$ cat src/rtl/vec_ctrl_pkg.sv
// vec_ctrl_pkg -- shared definitions for the vector ALU sequencer.
//   state_t  : sequencer FSM states
//   OP_*     : ALU opcode encodings carried on cmd_op / alu_op
package vec_ctrl_pkg;

  typedef enum logic [2:0] {
    ST_IDLE = 3'd0,
    ST_RD_A = 3'd1,
    ST_RD_B = 3'd2,
    ST_EXEC = 3'd3,
    ST_WR   = 3'd4,
    ST_DONE = 3'd5
  } state_t;

  localparam logic [2:0] OP_PASS  = 3'b000;
  localparam logic [2:0] OP_GRAD  = 3'b001;
  localparam logic [2:0] OP_BLEND = 3'b010;

endpackage

$ cat src/rtl/vec_addr_gen.sv
// vec_addr_gen -- element counter plus the three base+i address adders.
// Ports:
//   clk, rst_n        : clock, synchronous active-low reset
//   clr               : zero the element counter (command acceptance)
//   inc               : advance to the next element (end of a write)
//   src_a/src_b/dst   : latched base addresses
//   len               : latched element count (nonzero whenever last is used)
//   addr_a/b/d        : base + i, wrapping modulo 2^ADDR_W
//   last              : current element is the final one
module vec_addr_gen
  import vec_ctrl_pkg::*;
#(
  parameter int ADDR_W = 16,
  parameter int CNT_W  = 8
) (
  input  logic              clk,
  input  logic              rst_n,
  input  logic              clr,
  input  logic              inc,
  input  logic [ADDR_W-1:0] src_a,
  input  logic [ADDR_W-1:0] src_b,
  input  logic [ADDR_W-1:0] dst,
  input  logic [CNT_W-1:0]  len,
  output logic [ADDR_W-1:0] addr_a,
  output logic [ADDR_W-1:0] addr_b,
  output logic [ADDR_W-1:0] addr_d,
  output logic              last
);

  logic [CNT_W-1:0] idx;

  always_ff @(posedge clk) begin
    if (!rst_n) begin
      idx <= '0;
    end else if (clr) begin
      idx <= '0;
    end else if (inc) begin
      idx <= idx + CNT_W'(1);
    end
  end

  // Adders are ADDR_W wide so carries out of the top bit are dropped (wrap).
  assign addr_a = src_a + ADDR_W'(idx);
  assign addr_b = src_b + ADDR_W'(idx);
  assign addr_d = dst   + ADDR_W'(idx);
  assign last   = (idx == len - CNT_W'(1));

endmodule

$ cat src/rtl/vec_alu_seq.sv
// vec_alu_seq -- sequences an element-wise ALU operation over memory vectors.
// For each element i: read A[src_a+i], read B[src_b+i], run the external
// combinational ALU, write the result to dst+i. Four cycles per element.
// Ports:
//   clk, rst_n                  : clock, synchronous active-low reset
//   cmd_valid/cmd_ready         : command handshake (ready only in IDLE)
//   cmd_op, cmd_vcsub           : ALU opcode and ALU bypass request
//   cmd_src_a/src_b/dst/len     : base addresses and element count
//   abort                       : cancel the running command (no done)
//   mem_rd_en/mem_we/mem_addr/mem_wdata/mem_rdata : single memory port,
//                                 read data returns one cycle after mem_rd_en
//   alu_op/alu_vcsub/alu_a/alu_b/alu_out : external combinational ALU
//   busy, done (pulse), err_div0 (sticky)
// Build option: define VEC_DIV0_GUARD_EN to store 0 and flag err_div0 when a
// gradient operation sees a zero B operand; otherwise err_div0 is tied low.
module vec_alu_seq
  import vec_ctrl_pkg::*;
#(
  parameter int ADDR_W = 16,
  parameter int CNT_W  = 8
) (
  input  logic              clk,
  input  logic              rst_n,
  input  logic              cmd_valid,
  output logic              cmd_ready,
  input  logic [2:0]        cmd_op,
  input  logic              cmd_vcsub,
  input  logic [ADDR_W-1:0] cmd_src_a,
  input  logic [ADDR_W-1:0] cmd_src_b,
  input  logic [ADDR_W-1:0] cmd_dst,
  input  logic [CNT_W-1:0]  cmd_len,
  input  logic              abort,
  output logic              mem_rd_en,
  output logic              mem_we,
  output logic [ADDR_W-1:0] mem_addr,
  output logic [31:0]       mem_wdata,
  input  logic [31:0]       mem_rdata,
  output logic [2:0]        alu_op,
  output logic              alu_vcsub,
  output logic [31:0]       alu_a,
  output logic [31:0]       alu_b,
  input  logic [31:0]       alu_out,
  output logic              busy,
  output logic              done,
  output logic              err_div0
);

  state_t            state, state_nxt;
  logic              accept;
  logic [2:0]        op_q;
  logic              vcsub_q;
  logic [ADDR_W-1:0] src_a_q, src_b_q, dst_q;
  logic [CNT_W-1:0]  len_q;
  logic [31:0]       alu_a_q, alu_b_q, result_q;
  logic [ADDR_W-1:0] addr_a, addr_b, addr_d;
  logic              last;
  logic              div0;

  function automatic logic [31:0] exec_result(input logic zero_div, input logic [31:0] alu_res);
    return zero_div ? 32'd0 : alu_res;
  endfunction

  assign accept = (state == ST_IDLE) && cmd_valid;

`ifdef VEC_DIV0_GUARD_EN
  assign div0 = (op_q == OP_GRAD) && !vcsub_q && (mem_rdata == 32'd0);
`else
  assign div0 = 1'b0;
`endif

  vec_addr_gen #(.ADDR_W(ADDR_W), .CNT_W(CNT_W)) u_addr_gen (
    .clk    (clk),
    .rst_n  (rst_n),
    .clr    (accept),
    .inc    (state == ST_WR),
    .src_a  (src_a_q),
    .src_b  (src_b_q),
    .dst    (dst_q),
    .len    (len_q),
    .addr_a (addr_a),
    .addr_b (addr_b),
    .addr_d (addr_d),
    .last   (last)
  );

  // State register
  always_ff @(posedge clk) begin
    if (!rst_n) state <= ST_IDLE;
    else        state <= state_nxt;
  end

  // Next-state logic; abort overrides every non-IDLE transition
  always_comb begin
    state_nxt = state;
    case (state)
      ST_IDLE: if (cmd_valid) state_nxt = (cmd_len == '0) ? ST_DONE : ST_RD_A;
      ST_RD_A: state_nxt = ST_RD_B;
      ST_RD_B: state_nxt = ST_EXEC;
      ST_EXEC: state_nxt = ST_WR;
      ST_WR:   state_nxt = last ? ST_DONE : ST_RD_A;
      ST_DONE: state_nxt = ST_IDLE;
      default: state_nxt = ST_IDLE;
    endcase
    if (abort && state != ST_IDLE) state_nxt = ST_IDLE;
  end

  // Command latch and operand/result registers
  always_ff @(posedge clk) begin
    if (!rst_n) begin
      op_q     <= '0;
      vcsub_q  <= 1'b0;
      src_a_q  <= '0;
      src_b_q  <= '0;
      dst_q    <= '0;
      len_q    <= '0;
      alu_a_q  <= '0;
      alu_b_q  <= '0;
      result_q <= '0;
      err_div0 <= 1'b0;
    end else begin
      if (accept) begin
        op_q     <= cmd_op;
        vcsub_q  <= cmd_vcsub;
        src_a_q  <= cmd_src_a;
        src_b_q  <= cmd_src_b;
        dst_q    <= cmd_dst;
        len_q    <= cmd_len;
        err_div0 <= 1'b0;
      end
      if (state == ST_RD_B) alu_a_q <= mem_rdata;
      if (state == ST_EXEC) begin
        alu_b_q  <= mem_rdata;
        result_q <= exec_result(div0, alu_out);
        if (div0) err_div0 <= 1'b1;
      end
    end
  end

  // B arrives during EXEC; feed it straight to the ALU so the result can be
  // registered on the same edge and written in WR.
  assign alu_b     = (state == ST_EXEC) ? mem_rdata : alu_b_q;
  assign alu_a     = alu_a_q;
  assign alu_op    = op_q;
  assign alu_vcsub = vcsub_q;
  assign mem_wdata = result_q;

  // Output decode
  always_comb begin
    cmd_ready = (state == ST_IDLE);
    busy      = (state != ST_IDLE);
    done      = (state == ST_DONE);
    mem_rd_en = 1'b0;
    mem_we    = 1'b0;
    mem_addr  = '0;
    case (state)
      ST_RD_A: begin mem_rd_en = 1'b1; mem_addr = addr_a; end
      ST_RD_B: begin mem_rd_en = 1'b1; mem_addr = addr_b; end
      ST_WR:   begin mem_we    = 1'b1; mem_addr = addr_d; end
      default: ;
    endcase
  end

endmodule

$ cat config.mk
export PLATFORM = sky130hd
export DESIGN_NAME = vec_alu_seq
export DESIGN_NICKNAME = d
export VERILOG_FILES = /design/src/rtl/vec_ctrl_pkg.sv /design/src/rtl/vec_addr_gen.sv /design/src/rtl/vec_alu_seq.sv
export SDC_FILE = /design/constraint.sdc
export NUM_CORES = 1
export LEC_CHECK = 0
export ABC_AREA = 1
export BUFFER_PORTS_ARGS = -buffer_cell sky130_fd_sc_hd__buf_2
export CORE_MARGIN = 2
export CORE_UTILIZATION = 42
export CTS_CLUSTER_DIAMETER = 200
export CTS_CLUSTER_SIZE = 28
export DETAILED_ROUTE_END_ITERATION = 10
export GPL_ROUTABILITY_DRIVEN = 0
export PLACE_DENSITY = 0.74
export SETUP_SLACK_MARGIN = 0.5
export SYNTH_ARGS = -nofsm -noshare
export SYNTH_HDL_FRONTEND = slang
export SYNTH_SLANG_ARGS = --single-unit
$ cat constraint.sdc
create_clock -name clk -period 5.2 [get_ports clk]
set_input_delay 0.26 -clock clk [delete_from_list [all_inputs] [get_ports clk]]
set_output_delay 0.26 -clock clk [all_outputs]
set_load 0.005 [all_outputs]
==> results of run 1 <==
cells in the mapped netlist (2+ instances only):
master | n | share of area [%]
sky130_fd_sc_hd__buf_2 | 12 | 0.82
sky130_fd_sc_hd__nor3_1 | 4 | 0.27
sky130_fd_sc_hd__clkbuf_1 | 36 | 1.9
sky130_fd_sc_hd__buf_6 | 2 | 0.31
sky130_fd_sc_hd__xor2_1 | 8 | 0.96
sky130_fd_sc_hd__inv_2 | 6 | 0.31
sky130_fd_sc_hd__nand4_1 | 2 | 0.17
sky130_fd_sc_hd__o211ai_1 | 2 | 0.21
sky130_fd_sc_hd__nand3_1 | 61 | 4.2
sky130_fd_sc_hd__nor2_2 | 6 | 0.51
sky130_fd_sc_hd__nor4_1 | 3 | 0.26
sky130_fd_sc_hd__o21ai_0 | 94 | 6.5
sky130_fd_sc_hd__or2_2 | 30 | 2.6
sky130_fd_sc_hd__inv_1 | 89 | 4.6
sky130_fd_sc_hd__nand3_2 | 5 | 0.69
sky130_fd_sc_hd__buf_4 | 6 | 0.62
sky130_fd_sc_hd__nand2_1 | 166 | 8.5
sky130_fd_sc_hd__o221ai_1 | 7 | 0.84
sky130_fd_sc_hd__a31oi_1 | 2 | 0.17
sky130_fd_sc_hd__a21oi_1 | 115 | 7.9
sky130_fd_sc_hd__ha_1 | 12 | 2.1
sky130_fd_sc_hd__or2_0 | 4 | 0.34
sky130_fd_sc_hd__dfxtp_1 | 167 | 46
sky130_fd_sc_hd__o21ai_1 | 7 | 0.48
sky130_fd_sc_hd__buf_1 | 2 | 0.10
sky130_fd_sc_hd__nand2_2 | 4 | 0.34
sky130_fd_sc_hd__xnor2_1 | 8 | 0.96
sky130_fd_sc_hd__nor2_1 | 128 | 6.6
per-stage QoR:
| step | cells | area [um^2] | util [%] | power (mW) | setup slack, ns |
|---|---|---|---|---|---|
| floorplan | 996 | 7290 | - | 2.26 | 2.40 |
| global placement | 1415 | 8590 | 50.2 | 2.62 | 1.50 |
| detailed placement | 1415 | 8590 | 50.2 | 2.63 | 1.42 |
| CTS | 1447 | 9140 | 53.4 | 3.80 | 0.931 |
| global route | 1447 | 9140 | 53.4 | 4.00 | 0.517 |
| finish | 1447 | 9140 | 53.4 | 3.78 | 0.970 |
worst reg2reg max path: stages, from the launching register on:
cell	delay [ns]
sky130_fd_sc_hd__dfxtp_1	0.42
sky130_fd_sc_hd__inv_1	0.12
sky130_fd_sc_hd__nand2_1	0.18
sky130_fd_sc_hd__nor2_2	0.07
sky130_fd_sc_hd__nand2_2	0.50
sky130_fd_sc_hd__buf_4	0.51
sky130_fd_sc_hd__nand2_1	0.28
sky130_fd_sc_hd__inv_1	0.18
sky130_fd_sc_hd__o21ai_0	0.10
sky130_fd_sc_hd__a21oi_1	0.11
flip-flops by register name, indices dropped and copies added, names as in the netlist:
signal and flops:
len_q 8, alu_a 32, src_b_q 16, alu_vcsub 1, alu_op 3, src_a_q 16, u_addr_gen.idx 8, dst_q 16
alu_b_q 32, mem_wdata 32, state 3
where the power goes:
| group | switching [mW] | leakage, nW | internal (mW) | total [mW] |
|---|---|---|---|---|
| Clock | 0.531 | 0.268 | 0.641 | 1.17 |
| Combinational | 0.682 | 2.99 | 0.392 | 1.07 |
| Sequential | 0.0764 | 1.36 | 1.46 | 1.53 |
| Total | 1.29 | 4.61 | 2.49 | 3.78 |
final timing paths:
check	end	slack [ns]	cells past startpoint
worst max-delay path	mem_addr[15]	0.97	18
worst min-delay path	mem_wdata[4]$_SDFFE_PN0P_	0.06	3
worst max register to register	u_addr_gen.idx[3]$_SDFFE_PP0N_	2.68	9
worst min register to register	src_b_q[1]$_SDFFE_PN0P_	0.46	2
metal layers:
layer / routed length [um] / up-vias
li1: - / 3639
met1: 8740 / 3244
met2: 9850 / 266
met3: 1570 / 23
met4: 333 / 0
met5: 0 / -
kinds of logic (layout without fill, tap and decap cells):
kind of cell,count (synthesis),in the layout,synth area share [%]
compound gates,228,228,16.1
simple gates,417,417,25.1
flops,167,167,45.8
fa+ha+maj,13,13,2.33
other cells,1,1,0.0514
xor+xnor,16,16,1.92
buf+inv,154,380,8.66
placed cells by master (no fill, tap or decap), types with 2 or more instances in the layout:
| cell type | count |
|---|---|
| sky130_fd_sc_hd__buf_2 | 248 |
| sky130_fd_sc_hd__dfxtp_1 | 167 |
| sky130_fd_sc_hd__nand2_1 | 165 |
| sky130_fd_sc_hd__nor2_1 | 127 |
| sky130_fd_sc_hd__a21oi_1 | 115 |
| sky130_fd_sc_hd__o21ai_0 | 94 |
| sky130_fd_sc_hd__inv_1 | 89 |
| sky130_fd_sc_hd__nand3_1 | 61 |
| sky130_fd_sc_hd__or2_2 | 30 |
| sky130_fd_sc_hd__clkbuf_16 | 17 |
| sky130_fd_sc_hd__ha_1 | 12 |
| sky130_fd_sc_hd__xnor2_1 | 8 |
| sky130_fd_sc_hd__xor2_1 | 8 |
| sky130_fd_sc_hd__o221ai_1 | 7 |
| sky130_fd_sc_hd__o21ai_1 | 7 |
| sky130_fd_sc_hd__nor2_2 | 6 |
| sky130_fd_sc_hd__clkinv_2 | 6 |
| sky130_fd_sc_hd__inv_2 | 5 |
| sky130_fd_sc_hd__nand3_2 | 5 |
| sky130_fd_sc_hd__nand2_2 | 5 |
| sky130_fd_sc_hd__buf_4 | 5 |
| sky130_fd_sc_hd__or2_0 | 4 |
| sky130_fd_sc_hd__nor3_1 | 4 |
| sky130_fd_sc_hd__inv_6 | 4 |
| sky130_fd_sc_hd__nor4_1 | 3 |
| sky130_fd_sc_hd__clkinvlp_4 | 3 |
| sky130_fd_sc_hd__nor2_4 | 2 |
| sky130_fd_sc_hd__o211ai_1 | 2 |
| sky130_fd_sc_hd__a31oi_1 | 2 |
| sky130_fd_sc_hd__nand4_1 | 2 |
| sky130_fd_sc_hd__clkbuf_8 | 2 |
area by class of cell:
cell class | instances | area [um^2] | share of cell area (%)
Clock buffer | 19 | 453 | 4.95
Clock inverter | 13 | 93.8 | 1.03
Inverter | 95 | 358 | 3.91
Multi-Input combinational cell | 675 | 3330 | 36.5
Sequential cell | 167 | 3340 | 36.6
Tap cell | 225 | 282 | 3.08
Timing Repair Buffer | 253 | 1280 | 14.0
==> results.md, run 1 <==
- The flow ran to the end, and the final reports show no timing, DRC or antenna violations.
- STA classifies the critical path startpoint as a flop.
- The maximum buffer depth of the clock tree is 2.
- The cell occurring most often along the worst timing path is sky130_fd_sc_hd__nand2_1.
- Clock skew on the completed layout was measured at 0.00855 ns.
- The number of global-route vias before repair is 6756.
- The total overflow left after global routing is 0.
- In this run the core area contains 48 standard-cell rows.
- The worst hold margin is between 0.06 and 0.07 ns.
- The effective utilization at floorplan is a little over two fifths.
- The slew at the pin closest to its max-slew limit is roughly 1.1 ns.
- Max-cap violations in this run came to 0.
- The final net count is approximately 1.4k.
- The layer flagged by global routing as most heavily used is met2.
- The total wirelength of the detailed-routed design is a little over 20 mm.
- After detailed routing, the average wire length per cell comes to roughly 14 um.
- Counting flops and latches in the post-synthesis netlist gives roughly 170.
- A synthesized cell averages ~7.3 um^2.
- The number of clock buffers added by TritonCTS is 17.
- The critical path is of the reg2out type.
- In this run the standard cell core region covers between 15000 and 20000 um^2.
- After clock tree synthesis, the clock-pin slew on the worst setup and hold paths is 0.07 ns.
- The first global-routing pass estimated 32.8 mm of wire.
- The number of slew-limit violations in the final report is 0.
- Using the TritonRoute via totals, the vias-per-cell ratio works out to between 4 and 5.
- In this run the worst setup path begins at state[2]$_SDFFE_PP0P_.
- The gate count after technology mapping is approximately 1000.
- The critical hold path startpoint is alu_out[4].
- For this run, global-route usage on met2 was measured as roughly 37%.
- The maximum fanout along the worst path is 41.
- The post-synthesis instance area is between 7000 and 8000 um^2.
- The clock tree synthesis step divided the H-tree into 4 levels.
- For this design the ratio of total power to cell area is approximately 410 nW/um^2.
- The floorplan die height is between 100 and 150 um.
- The startpoint of the worst register-to-register path is state[1]$_SDFFE_PP0P_.
- CTS placed an instance of sky130_fd_sc_hd__clkbuf_16 at the clock tree root.
- The met3 usage is 7.11%.
- The number of top-level design ports is 250.
- The static power due to leakage is 4.61 nW.
- The tightest min-delay check is of the in2reg type.
- The summed negative setup slack over all endpoints is 0 ns.
- Buffers inserted to repair hold after CTS numbered 0.
- Measured against its own limit, the worst slew margin works out to approximately 28%.
- The maximum vdd drop is 0.267 mV.
- The number of iterations in the first detailed-routing pass is 5.
- In this design, the largest share of critical-path delay is due to simple AND/OR/NAND/NOR gates.
- Derived from the worst setup path, the maximum achievable clock frequency is roughly 240 MHz.
- The critical path goes through inv_2 > nand3_2 > nand2_2 > inv_1 > a21oi_1 > inv_1 > ha_1 > nand3_1 > nand2_1 > nand2_1 > nand2_1 > nand3_1 > nand2_2 > nand3_1 > nand2_1 > inv_1 > nor2_1 > buf_2.
- The diode insertion count for antenna repair is 0.
- The largest incremental delay on the critical path is between 0.7 and 0.8 ns.
- The number of cells upsized or downsized after cts is 0.
- The area of the die is 18400 um^2.
- The number of nets in the synthesized netlist is approximately 1.1k.
- The setup violation total in the final timing report is 0.
- The overall fraction of global-route tracks in use is 22.2%.
- The largest net degree at the start of global routing is 67.
- The shortest clock period the worst path allows after layout is ~4.2 ns.
- The number of synthesized flops with an enable pin is 0.
- The total vias in the final route is a little over 7k.
- The remaining routing DRC violations is 0.
- Global routing used approximately 27% of the available met1 tracks.
- The sequential cell area fraction in the yosys report is between 40% and 50%.
- The initial antenna violation count is 0.
- After legalization and detailed placement, the total HPWL measured between 10 and 15 mm.
- For this run, the number of Yosys warnings is 0.
- The worst-skew pair later-pin latency is between 0.4 and 0.5 ns.
- The critical path data required time is approximately 5 ns.
- The final number of hold-violating endpoints was 0.
- For this design, the slowest cell found on the critical path is sky130_fd_sc_hd__nand3_2.
- The fraction of registers with async set or reset after synthesis is 0%.
- The number of input and output port buffers inserted is 248.
- In this run the remaining antenna-violating nets after routing total 0.
- The floorplan step set the die width to ~140 um.
- STA classifies the critical path endpoint as a primary output.
- The filler cells instantiated in the layout total approximately 1.7k.
- The TritonCTS clock tree is done.
- The prevailing post-synth register cell is sky130_fd_sc_hd__dfxtp_1.
- The signal arrival time at the worst endpoint is roughly 4 ns.
- The number of clock sinks is around 170.
- The number of setup buffers added after CTS is 0.
- The starting DRC count in detailed routing is approximately 430.
- The post-route clock period utilization is 81.3%.
- Counting both buffers and inverters, the worst setup path holds a total of 5.
- Setup repair after global routing left no endpoint under its margin.
- The count of unique library cells instantiated by Yosys is 36.
- In the final layout, the share of cells above drive strength 1 is around 28%.
- The relative area change from synthesis to final layout is 25.4%.
(Power assumes the default switching activity.)
==> run 2, diff against run 1 <==
Settings changed: PLACE_DENSITY 0.74 to 0.76.
Clock period 5.2 ns to 3.8 ns, I/O delays scaled along.
==> results.md, run 2 (synthesized netlist as in run 1, its figures left out) <==
- The flow ran to the end, and the final reports show no timing, DRC or antenna violations.
- The most common cell after layout, fill and taps aside is sky130_fd_sc_hd__buf_2.
- The maximum fanout along the worst path is 6 (-85%).
- The number of input and output port buffers inserted came to 248 (unchanged).
- The number of vias per cell was 5.01 (+1.1%).
- The fraction of layout instances using a drive strength above 1 came to 28.6% (+0.68 points).
- The number of global-route vias before repair is 7061 (+4.5%).
- The row count came to 48 (unchanged).
- After layout, the worst path uses approximately 81% of the clock period.
- The worst hold margin is 0.00977 ns (-0.0520 ns).
- The critical path startpoint is state[0]$_SDFFE_PP0P_.
- The final number of hold-violating endpoints is 0 (unchanged).
- Based on the critical path, the design can be clocked at up to about 320 MHz.
- The critical path startpoint category is a flop.
- The average wire per standard cell was 14.6 um (+3.2%).
- The register clock-pin slew on the reported worst setup and hold paths is 0.07 ns (about the same).
- The relative area change from synthesis to final layout is 32.8%.
- The number of top-level design ports is 250 (unchanged).
- The final total power is 5.51 mW (+46%).
- The floorplan die height was 136 um (unchanged).
- The maximum level of the CTS H-tree was 4 (unchanged).
- The overall fraction of global-route tracks in use was 23.2% (+1.1 points).
- The diode insertion count for antenna repair is 0 (unchanged).
- The maximum buffer depth of the clock tree is 2 (unchanged).
- Walking the worst path, the cells encountered are inv_2 > nand2_1 > nor2_4 > nand2_1 > o221ai_2 > ha_2 > inv_1 > fa_1 > inv_2 > nand3_1 > nand2_2 > buf_4 > a21oi_1 > nor2_2 > nand3_1 > a21oi_1 > buf_2.
- The effective utilization at floorplan is 42.6% (unchanged).
- The initial antenna violation count is 0 (unchanged).
- The area of the die is 18400 um^2 (unchanged).
- The worst-skew pair later-pin latency is 0.43 ns (about the same).
- The filler cell count in the final layout was 1556 (-8.4%).
- The signal arrival time at the worst endpoint was 2.90 ns (-1.07 ns).
- The remaining routing DRC violations is 0 (unchanged).
- The core region area was 17100 um^2 (unchanged).
- Leaving out fill and tap cells, the most frequent cells in the layout are sky130_fd_sc_hd__buf_2, sky130_fd_sc_hd__dfxtp_1, sky130_fd_sc_hd__nand2_1.
- The largest net degree at the start of global routing is 66 (-1.5%).
- The number of iterations in the first detailed-routing pass is 5 (unchanged).
- The number of buffer and inverter instances along the worst setup path is 5 (unchanged).
- The shortest clock period the worst path allows after layout is 3.09 ns.
- The final worst clock skew came to 0.0101 ns (+0.00152 ns).
- The critical path data required time is 3.61 ns (-1.33 ns).
- The area of the multi-input gates came to 3360 um^2 (+0.94%).
- The master cell of the clock root buffer is sky130_fd_sc_hd__clkbuf_16.
- The setup violation total in the final timing report is 0 (unchanged).
- The number of slew-limit violations in the final report came to 0 (unchanged).
- The power per cell area is 569 nW/um^2 (+38%).
- The critical path start-end classification is reg2out.
- Setup repair after global routing could not meet its margin everywhere.
- The die width is 136 um (unchanged).
- The first-pass GRT wire length is 34.0 mm (+3.6%).
- The maximum vdd drop is 0.327 mV (+23%).
- The area occupied by registers is 3350 um^2 (+0.15%).
- The total vias in the final route is 7456 (+4.0%).
- The final net count was 1391 (+3.0%).
- The largest incremental delay on the critical path came to 0.38 ns (-0.34 ns).
- The number of clock sinks is 167 (unchanged).
- The number of buffers added by the clock tree synthesis step was 17 (unchanged).
- The number of max-cap violations is 0 (unchanged).
- The startpoint of the worst register-to-register path is state[1]$_SDFFE_PP0P_.
- The residual overflow from global routing is 0 (unchanged).
- The summed negative setup slack over all endpoints is 0 ns (unchanged).
- The worst-case headroom to the max-slew limit is 29.8% (+1.7 points).
- The starting DRC count in detailed routing came to 527 (+22%).
- The number of routed nets with antenna violations came to 0 (unchanged).
- The critical path endpoint category is a primary output.
- The detailed placer's ending HPWL is 14.3 mm (+0.65%).
- The class of the tightest hold or removal check is in2reg.
- On the critical path the largest part of the delay comes from simple AND/OR/NAND/NOR gates.
- The total wirelength of the detailed-routed design is 21.7 mm (+6.1%).
- The static power due to leakage is 4.84 nW (+5.0%).
- The TritonCTS clock tree is done.
- The largest individual stage delay along the critical path comes from the cell sky130_fd_sc_hd__fa_1.
- The slew at the pin closest to its max-slew limit is 1.05 ns (-0.0252 ns).
- The critical hold path startpoint is alu_out[8].
==> run 2: path summary, 6_finish.rpt <==
kind / endpoint / slack [ns] / cells after the start
worst max-delay path: mem_addr[14] / 0.71 / 17
worst min-delay path: mem_wdata[8]$_SDFFE_PN0P_ / 0.01 / 3
worst max register to register: src_b_q[15]$_SDFFE_PN0P_ / 1.58 / 7
worst min register to register: src_b_q[1]$_SDFFE_PN0P_ / 0.46 / 2
==> run 2: layout make-up <==
type                       count  share of cell area, %
timing repair buffer         294                   17.6
clock inverter                15                   2.11
multi-input combinational    675                   34.7
tap                          225                   2.91
clock buffer                  17                   4.39
inverter                      95                   3.68
sequential                   167                   34.6
==> run 2: where the power goes <==
group	total [mW]	internal (mW)	leakage [nW]	switching (mW)
logic	1.55	0.593	3.17	0.952
registers	2.11	1.99	1.36	0.116
clock network	1.85	1.07	0.308	0.786
==> run 2: per-layer routing <==
metal | GRT usage, % | routed length, um | vias up
met2 | 39.8 | 10500 | 292
met5 | 0 | 0 | -
met4 | 9.03 | 553 | 0
met3 | 5.91 | 1710 | 42
li1 | - | - | 3716
met1 | 27.9 | 9010 | 3406
==> run 2: through the flow <==
step	area, um^2	setup slack, ns	instances	util [%]
finish	9680	0.712	1488	56.6
global placement	8620	0.857	1418	50.3
global route	9680	0.453	1488	56.6
floorplan	7290	1.07	996	-
CTS	9570	0.533	1482	55.9
detailed placement	8620	0.771	1418	50.3
==> run 2: repair_timing <==
item / 4_1_cts / 5_1_grt
cloned: 0 / 1
hold endpoints to repair: 32 / 0
buffers inserted: 0 / 5
endpoints found under the setup margin: 9 / 9
resized for setup: 3 / 18
hold buffers: 32 / 0
pin swaps: 0 / 6
==> run 2: tightest hold or removal path, delay by kind of cell <==
kind                   cells  cell delay (ns)
buffers and inverters      1             0.08
AND/OR/NAND/NOR            2             0.13
==> run 3, diff against run 2 <==
Settings changed: PLACE_DENSITY 0.76 to 0.74.
Clock period 3.8 ns to 3.1 ns, I/O delays scaled along.
==> results.md, run 3 (synthesized netlist as in run 1, its figures left out) <==
- The flow ran to the end, and the final reports show no timing, DRC or antenna violations.
- The post-route core utilization is 62.3% (+5.7 points).
- The min-delay analysis places its worst path in the category in2reg.
- The first-pass GRT wire length is 36.9 mm (+8.8%).
- The number of max-cap violations is 0 (unchanged).
- The static power due to leakage is 5.23 nW (+7.9%).
- The final net count is 1457 (+4.7%).
- The summed negative setup slack over all endpoints is 0 ns (unchanged).
- The total vias in the final route came to 8051 (+8.0%).
- The overall fraction of global-route tracks in use is 25.1% (+1.9 points).
- The fraction of layout instances using a drive strength above 1 is 32.8% (+4.2 points).
- The number of routed nets with antenna violations is 0 (unchanged).
- The minimum setup slack after placement is 0.241 ns (-0.530 ns).
- The number of vias per cell came to 5.18 (+3.4%).
- The maximum buffer depth of the clock tree is 2 (unchanged).
- The routed wire length on met2 was 12.1 mm (+15%).
- The number of buffers added by the clock tree synthesis step was 17 (unchanged).
- The maximum fanout along the worst path is 4 (-2).
- The register clock-pin slew on the reported worst setup and hold paths is 0.07 ns (about the same).
- The remaining routing DRC violations is 0 (unchanged).
- The internal power consumption was 4.82 mW (+32%).
- The maximum level of the CTS H-tree is 4 (unchanged).
- The row count is 48 (unchanged).
- The top layer reached by signal wires is met4.
- The maximum vdd drop is 0.515 mV (+57%).
- The final number of hold-violating endpoints was 0 (unchanged).
- The relative contribution of combinational cells to total power is 31.1% (+3.0 points).
- The number of global-route vias before repair is 7577 (+7.3%).
- The initial antenna violation count is 0 (unchanged).
- The total placed cells including tap cells is 1424 (+0.42%).
- Setup repair after global routing could not meet its margin everywhere.
- The worst-case headroom to the max-slew limit is 50.3% (+20 points).
- The critical path goes through nor2_4 > nand2_4 > nand2_4 > o221ai_2 > ha_2 > inv_2 > fa_2 > inv_2 > nand3_2 > nand2_2 > nand2_1 > o211ai_1 > nand2_1 > nor2_2 > a21oi_2 > nor2_1 > buf_2.
- The largest net degree at the start of global routing was 66 (unchanged).
- The floorplan die height is 136 um (unchanged).
- The number of iterations in the first detailed-routing pass is 4 (-1).
- The total wirelength of the detailed-routed design is 24.3 mm (+12%).
- The root buffer cell chosen for the clock tree is sky130_fd_sc_hd__clkbuf_16.
- The clock share of power is 33.2% (-0.5 points).
- The post-detailed-placement cell area is 8680 um^2 (+0.70%).
- The number of input and output port buffers inserted is 248 (unchanged).
- The residual overflow from global routing is 0 (unchanged).
- The slew at the pin closest to its max-slew limit is 0.745 ns (-0.307 ns).
- The filler cell count in the final layout came to 1394 (-10%).
- The signal arrival time at the worst endpoint is 2.82 ns (-0.08 ns).
- The top cell types in the final layout, fill and taps aside, are sky130_fd_sc_hd__buf_2, sky130_fd_sc_hd__dfxtp_1, sky130_fd_sc_hd__nand2_1.
- STA classifies the critical path startpoint as a flop.
- The setup violation total in the final timing report is 0 (unchanged).
- The critical path endpoint category is a primary output.
- The core region area was 17100 um^2 (unchanged).
- The detailed placer's ending HPWL is 14.8 mm (+3.2%).
- The post-route clock period utilization is approximately 96%.
- The power share of the sequential group was 35.8% (-2.5 points).
- The worst-skew pair later-pin latency was 0.41 ns (-0.02 ns).
- The final worst clock skew is 0.00657 ns (-0.00351 ns).
- The top achievable clock speed is about 340 MHz.
- The net switching component of the power is 2.42 mW (+31%).
- The number of slew-limit violations in the final report came to 0 (unchanged).
- The power per cell area was 680 nW/um^2 (+20%).
- The die width was 136 um (unchanged).
- The library cell used most frequently in the layout, excluding fill and tap cells, is sky130_fd_sc_hd__buf_2.
- The length of routed wiring on met1 was 9.59 mm (+6.4%).
- The largest incremental delay on the critical path is 0.40 ns (+0.02 ns).
- The number of top-level design ports is 250 (unchanged).
- The effective utilization at floorplan came to 42.6% (unchanged).
- From synthesis to final layout, the design area changed by 46.1%.
- The starting DRC count in detailed routing is 559 (+6.1%).
- The met3 routed wirelength is 1.92 mm (+12%).
- The TritonCTS clock tree is done.
- The setup slack after layout was 0.130 ns (-0.582 ns).
- The diode insertion count for antenna repair is 0 (unchanged).
- The number of clock sinks is 167 (unchanged).
- The average wire per standard cell is 15.6 um (+7.0%).
- The switching share of power is 33.4% (-0.26 points).
- The number of standard cells in the layout, taps in and fillers out is 1554 (+4.4%).
- The worst setup path is of the reg2out kind.
- The slowest stage cell on the critical path is sky130_fd_sc_hd__dfxtp_4.
- The design area was 10700 um^2 (+10%).
- The critical path data required time is 2.94 ns (-0.67 ns).
- After layout, the minimum clock period comes to roughly 3.0 ns.
- The area of the die came to 18400 um^2 (unchanged).
## run 3: cell types whose count changed in the layout (fill, tap and decap cells not counted), moves of 5 or more
cell and delta:
sky130_fd_sc_hd__nand2_2 +7, sky130_fd_sc_hd__a21oi_1 -7, sky130_fd_sc_hd__dlygate4sd3_1 +37, sky130_fd_sc_hd__nand2_4 +5, sky130_fd_sc_hd__ha_4 +5, sky130_fd_sc_hd__buf_6 +6
sky130_fd_sc_hd__o221ai_1 -5, sky130_fd_sc_hd__nand3_1 -7, sky130_fd_sc_hd__ha_1 -5, sky130_fd_sc_hd__nand3_2 +6, sky130_fd_sc_hd__nand2_1 -12, sky130_fd_sc_hd__buf_4 +23
sky130_fd_sc_hd__a21oi_2 +6
## run 3: per-stage QoR
step	hold slack, ns	power (mW)
3_5_place_dp	0.381	4.45
5_1_grt	0.00472	7.62
6_report	0.0163	7.24
4_1_cts	0.000123	7.11
3_3_place_gp	0.375	4.42
2_1_floorplan	0.290	3.80
## run 3: critical path, delay by kind of cell (launching register included)
family / cells / cell delay [ns]
buf+inv: 3 / 0.23
fa+ha+maj: 2 / 0.58
flops: 1 / 0.40
compound gates: 3 / 0.35
simple gates: 9 / 0.86
## run 3: timing repair
item                                   CTS  global route
pin swaps                               13            29
gates cloned                             1             0
hold buffers                            69             0
buffers inserted                        21             7
setup endpoints to repair               15            17
endpoints found under the hold margin   70             0
gates resized for setup                 51            38
## run 3: cell type report
class	count	area [um^2]	area share, %
Clock buffer	17	425	3.99
Sequential cell	167	3350	31.5
Multi-Input combinational cell	675	3670	34.4
Clock inverter	15	239	2.24
Timing Repair Buffer	360	2330	21.8
Tap cell	225	282	2.64
Inverter	95	363	3.40
## run 3: final timing paths
kind                            depth (start not counted)  slack, ns                     start                        endpoint
worst max-delay path                                   17       0.13     state[1]$_SDFFE_PP0P_                    mem_addr[12]
worst min-delay path                                    3       0.02              cmd_src_a[1]         src_a_q[1]$_SDFFE_PN0P_
worst max register to register                         11       0.86     state[1]$_SDFFE_PP0P_  u_addr_gen.idx[5]$_SDFFE_PP0N_
worst min register to register                          2       0.45  src_b_q[15]$_SDFFE_PN0P_        src_b_q[15]$_SDFFE_PN0P_
## run 3: layer usage
metal  global-route usage [%]  up-vias
li1                         -     3849
met1                     29.9     3765
met2                     43.3      374
met3                     6.58       63
met4                     9.43        0
met5                        0        -
## run 3: power groups by stage
stage / registers (mW) / clock network [mW] / logic (mW)
2_1_floorplan: 2.60 / 0 / 1.19
3_5_place_dp: 2.61 / 0 / 1.83
6_report: 2.59 / 2.40 / 2.25
3_3_place_gp: 2.61 / 0 / 1.81
5_1_grt: 2.62 / 2.52 / 2.48
4_1_cts: 2.58 / 2.43 / 2.10
